### config.mk
export PLATFORM = sky130hd
export DESIGN_NAME = cpu_ad48_mem_arb
export DESIGN_NICKNAME = d
export VERILOG_FILES = /design/src/rtl/cpu_ad48_mem_pkg.sv /design/src/rtl/cpu_ad48_starve_ctr.sv /design/src/rtl/cpu_ad48_mem_arb.sv
export SDC_FILE = /design/constraint.sdc
export NUM_CORES = 1
export LEC_CHECK = 0
export ABC_AREA = 1
export BUFFER_PORTS_ARGS = -buffer_cell sky130_fd_sc_hd__buf_2
export CAP_MARGIN = 30
export CORE_AREA = 4 4 115 117
export DETAILED_ROUTE_END_ITERATION = 10
export DIE_AREA = 0 0 119 121
export SLEW_MARGIN = 10
export SYNTH_ARGS = -nofsm -noshare
export SYNTH_HDL_FRONTEND = slang
export SYNTH_HIERARCHICAL = 1
export SYNTH_SLANG_ARGS = --single-unit
### constraint.sdc
create_clock -name clk -period 2.1 [get_ports clk]
set_input_delay 0.21 -clock clk [delete_from_list [all_inputs] [get_ports clk]]
set_output_delay 0.21 -clock clk [all_outputs]
set_load 0.05 [all_outputs]
### src/rtl/cpu_ad48_mem_pkg.sv
`default_nettype none
// ============================================================================
// Module   : cpu_ad48_mem_pkg
// Purpose  : Shared types and default widths for the cpu_ad48 memory path.
//            own_t records which requester owns the read response that the
//            memory returns one cycle after a read is issued.
// Ports    : none (package)
// Revision : 1.0 - initial release
// ============================================================================
package cpu_ad48_mem_pkg;

   // Default word-address and data widths of the cpu_ad48 memories
   localparam int c_cpu_aw = 16;
   localparam int c_cpu_dw = 48;

   // Owner of the read response arriving in the next cycle
   typedef enum logic [1:0] {
      OWN_NONE = 2'd0,
      OWN_IF   = 2'd1,
      OWN_D    = 2'd2
   } own_t;

endpackage
`default_nettype wire

### src/rtl/cpu_ad48_starve_ctr.sv
`default_nettype none
// ============================================================================
// Module   : cpu_ad48_starve_ctr
// Purpose  : Saturating count of consecutive cycles the fetch port has been
//            refused. sat tells the arbiter that fetch must win next time.
// Ports    : clk   - clock
//            reset - synchronous active-high reset (clears the count)
//            inc   - count one more refused cycle (stops at STARVE_MAX)
//            clr   - restart from zero; overrides inc
//            sat   - count has reached STARVE_MAX
// Revision : 1.0 - initial release
// ============================================================================
module cpu_ad48_starve_ctr #(
   parameter int STARVE_MAX = 4
) (
   input  logic clk,
   input  logic reset,
   input  logic inc,
   input  logic clr,
   output logic sat
);

   localparam logic [3:0] c_max = 4'(STARVE_MAX);

   logic [3:0] r_cnt;

   always_ff @(posedge clk) begin
      if (reset || clr) begin
         r_cnt <= 4'd0;
      end else if (inc && (r_cnt != c_max)) begin
         r_cnt <= r_cnt + 4'd1;
      end
   end

   assign sat = (r_cnt == c_max);

endmodule
`default_nettype wire

### src/rtl/cpu_ad48_mem_arb.sv
`default_nettype none
// ============================================================================
// Module   : cpu_ad48_mem_arb
// Purpose  : Shares one single-ported 48-bit word memory between instruction
//            fetch and load/store. One access per cycle; data wins unless
//            fetch has been refused STARVE_MAX cycles in a row. Read responses
//            (one cycle latency) are routed back by a registered owner tag;
//            a fetch response is dropped when if_flush is high.
// Ports    : clk, reset                       - clock, sync active-high reset
//            if_req/if_addr/if_flush          - fetch request and redirect
//            if_gnt/if_rvalid/if_rdata        - fetch grant and response
//            d_req/d_we/d_addr/d_wdata        - data request
//            d_gnt/d_rvalid/d_rdata           - data grant and response
//            mem_en/mem_we/mem_addr/mem_wdata - memory command
//            mem_rdata                        - memory read data (1 cycle)
// Revision : 1.0 - initial release
// ============================================================================
module cpu_ad48_mem_arb
   import cpu_ad48_mem_pkg::*;
#(
   parameter int AW         = c_cpu_aw,
   parameter int DW         = c_cpu_dw,
   parameter int STARVE_MAX = 4
) (
   input  logic          clk,
   input  logic          reset,
   input  logic          if_req,
   input  logic [AW-1:0] if_addr,
   input  logic          if_flush,
   output logic          if_gnt,
   output logic          if_rvalid,
   output logic [DW-1:0] if_rdata,
   input  logic          d_req,
   input  logic          d_we,
   input  logic [AW-1:0] d_addr,
   input  logic [DW-1:0] d_wdata,
   output logic          d_gnt,
   output logic          d_rvalid,
   output logic [DW-1:0] d_rdata,
   output logic          mem_en,
   output logic          mem_we,
   output logic [AW-1:0] mem_addr,
   output logic [DW-1:0] mem_wdata,
   input  logic [DW-1:0] mem_rdata
);

   own_t r_own;
   own_t w_own_nxt;
   logic w_sat;
   logic w_if_gnt;
   logic w_d_gnt;
   logic w_starve_inc;
   logic w_starve_clr;

   // Fetch wins only when data is idle or fetch has starved; a redirect
   // always kills the fetch grant, even at the starvation threshold.
   assign w_if_gnt = !reset && if_req && !if_flush && (!d_req || w_sat);
   assign w_d_gnt  = !reset && d_req && !w_if_gnt;

   assign w_starve_inc = if_req && !w_if_gnt && !if_flush;
   assign w_starve_clr = w_if_gnt || !if_req || if_flush;

   cpu_ad48_starve_ctr #(
      .STARVE_MAX (STARVE_MAX)
   ) u_starve_ctr (
      .clk   (clk),
      .reset (reset),
      .inc   (w_starve_inc),
      .clr   (w_starve_clr),
      .sat   (w_sat)
   );

   // Owner of the response that mem_rdata will carry next cycle
   always_ff @(posedge clk) begin
      if (reset) begin
         r_own <= OWN_NONE;
      end else begin
         r_own <= w_own_nxt;
      end
   end

   always_comb begin
      w_own_nxt = OWN_NONE;
      if (w_if_gnt) begin
         w_own_nxt = OWN_IF;
      end else if (w_d_gnt && !d_we) begin
         w_own_nxt = OWN_D;
      end
   end

   // Memory command comes straight from the winner in the grant cycle
   always_comb begin
      mem_en    = 1'b0;
      mem_we    = 1'b0;
      mem_addr  = '0;
      mem_wdata = '0;
      if (w_if_gnt) begin
         mem_en   = 1'b1;
         mem_addr = if_addr;
      end else if (w_d_gnt) begin
         mem_en    = 1'b1;
         mem_we    = d_we;
         mem_addr  = d_addr;
         mem_wdata = d_wdata;
      end
   end

   assign if_gnt = w_if_gnt;
   assign d_gnt  = w_d_gnt;

   // Reset also hides a response to a read granted just before reset rose
   assign if_rvalid = !reset && (r_own == OWN_IF) && !if_flush;
   assign d_rvalid  = !reset && (r_own == OWN_D);
   assign if_rdata  = mem_rdata;
   assign d_rdata   = mem_rdata;

endmodule
`default_nettype wire

==> metrics.md <==
| Metric | Value |
|---|---|
| Relative slew slack | 78.6% |
| RSZ-0062 raised after global routing | yes |
| Synth Register Bits | 6 |
| DP Area | 2060 um2 |
| Postcts setup bufs | 0 |
| I/O pin cnt | 300 |
| Largest net degree at the start of global routing | 52 |
| First-pass GRT wire length | 8.69 mm |
| Max cap viols | 0 |
| Vias in the first global route | 1,802 |
| Worst EP required | 1.89 ns |
| Worst Clk Skew | 0.00365 ns |
| Crit path time final | 2.03 ns |
| Status | finished, final reports clean |
| Mapped cell area | 1800 um2 |
| Library cells used by synthesis | 20 |
| # fillers | 1,372 |
| Min-delay src | d_we |
| Routed len/inst | 12.6 um |
| Starting Density | 14.6% |
| H-tree depth | 1 |
| Antenna-violating nets left | 0 |
| Commonest non-fill, non-tap cells in the layout | 87 x buf_2, 64 x inv_1, 50 x nor2_1, 33 x buf_6, 32 x buf_4 |
| Startpoint Class | flop |
| Worst min-delay path class | in2reg |
| Most common cell after layout, fill and taps aside | buf_2 |
| Crit end category | output pin |
| Clock Sink Count | 6 |
| Final net count | 508 |
| Worst vdd rail ir drop | 216 uV |
| Final hold viol count | 0 |
| Peak Freq | 493 MHz |
| Net Count, Synth | 447 |
| Total GRT Usage | 7.52% |
| Routability Congestion | 0.799 |
| Initial antenna violation count | 1 |
| Routed vias/inst | 3.63 |
| P&R area growth vs syn | 40.6% |
| Iter 0 DRT Violations | 32 |
| Mean Syn Cell Area | 5.80 um2 |
| Slew @ Worst Pin | 0.320 ns |
| HPWL Detailed | 4.94 mm |
| Design area | 2540 um2 |
| Root Driver | clkbuf_16 |
| CP arrival | 1.82 ns |
| CTS buffer count | 3 |
| Vias | 1,968 |
| Final setup viols | 0 |
| RR Startpoint | u_starve_ctr/r_cnt[0] |
| Final Cycle Share | 96.5% |
| Crit Path Max Fanout | 26 |
| Wire length on met3 | 845 um |
| GRT overflow | 0 |
| Synthesized instance count | 311 |
| 1st-pass router iterations | 4 |
| YS warnings | 6 |
| Worst skew pair latency | 0.23 ns |
| M1 WL | 2.56 mm |
| Max layer used | met5 |
| Pwr Density | 386 nW/um2 |
| Clock slew at reported path FFs | 0.03 ns |
| Worst setup startpoint | u_starve_ctr/r_cnt[0] |
| CTS tree | done |
| Input/output buffers | 155 |
| DRC viols | 0 |
| FP Rows | 41 |
| Core area | 12,400 um2 |
| Die Wd | 119 um |
| Ant diodes | 0 |
| Chip height | 121 um |
| Share of layout cells above drive strength 1 | 50.3% |
| P_leak | 1.53 nW |
| Sequential area share after synthesis | 6.66% |
| Die ar. | 14,400 um2 |
| Hold_ws | 0.189 ns |
| Fin. max-slew vios | 0 |
| Total Wirelength | 6.85 mm |
| Met2 WL | 3.09 mm |
| Critical path class | reg2out |
| CTS max path bufs | 2 |
==> path summary, 6_finish.rpt <==
check / end / slack [ns] / depth (start not counted)
setup / recovery: mem_wdata[18] / 0.07 / 10
hold / removal: r_own[1] / 0.19 / 2
setup reg to reg: u_starve_ctr/r_cnt[1] / 0.24 / 14
hold reg to reg: u_starve_ctr/r_cnt[0] / 0.49 / 2
==> layout make-up <==
type	count	area (um2)	share of cell area, %
Sequential cell	6	123	4.83
Inverter	66	249	9.81
Tap cell	172	215	8.48
Multi-Input combinational cell	134	698	27.5
Clock buffer	3	75.1	2.96
Timing Repair Buffer	161	1180	46.4
==> cell families after synthesis <==
kind of cell	count (synthesis)	synth area share, %
buffers and inverters	172	58.4
DFF	6	6.66
AOI/OAI and AO/OA	3	1.18
adders and majority gates	2	1.39
and+or+nand+nor	128	32.4
==> synthesized netlist by cell type (all sizes together) <==
cell	n	share of area, %
buf	106	45
inv	65	14
nor2	59	13
nand2	31	7.6
nand3	20	5.8
nand4	17	5.9
dfxtp	6	6.7
ha	2	1.4
o21ai	2	0.55
a21boi	1	0.62
clkinv	1	0.28
nor3	1	0.28
==> power by group <==
group | total, mW | switching (mW) | internal, mW
logic | 0.550 | 0.358 | 0.191
registers | 0.118 | 0.00114 | 0.117
clock network | 0.311 | 0.0666 | 0.245
==> critical path, cell delays in order (launching register included) <==
cell and delay, ns:
dfxtp_2 0.33, inv_1 0.07, ha_1 0.21, nand3_2 0.11, inv_1 0.04, inv_1 0.08
nand2_4 0.08, nand2_8 0.14, nand2_8 0.14, nor2_1 0.18, buf_6 0.18
==> layer usage <==
| metal | up-vias | global-route usage (%) |
|---|---|---|
| met5 | - | 0 |
| met4 | 2 | 4.56 |
| met3 | 40 | 3.50 |
| met2 | 159 | 11.9 |
| met1 | 824 | 8.19 |
| li1 | 943 | - |
==> per-stage QoR <==
step / total power [mW] / std cells / TNS [ns] / setup slack [ns] / util (%)
final: 0.979 / 542 / 0 / 0.0735 / 20.5
after global routing: 1.03 / 542 / -0.609 / -0.0438 / 20.5
after CTS: 0.921 / 540 / -0.0136 / -0.0136 / 17.7
after detailed placement: 0.591 / 537 / 0 / 0.110 / 16.6
after global placement: 0.590 / 537 / 0 / 0.150 / 16.6
after floorplan: 0.925 / 311 / 0 / 0.00363 / -
==> sequential cells by signal, indices dropped and copies added (netlist names) <==
name,count
u_starve_ctr/r_cnt,4
r_own,2
==> repair_timing <==
item	in CTS	in global routing
hold buffers	0	0
pin swaps	0	1
resized for setup	19	144
cloned	0	2
setup endpoints to repair	53	70
Power figures use the tool's default switching activity.
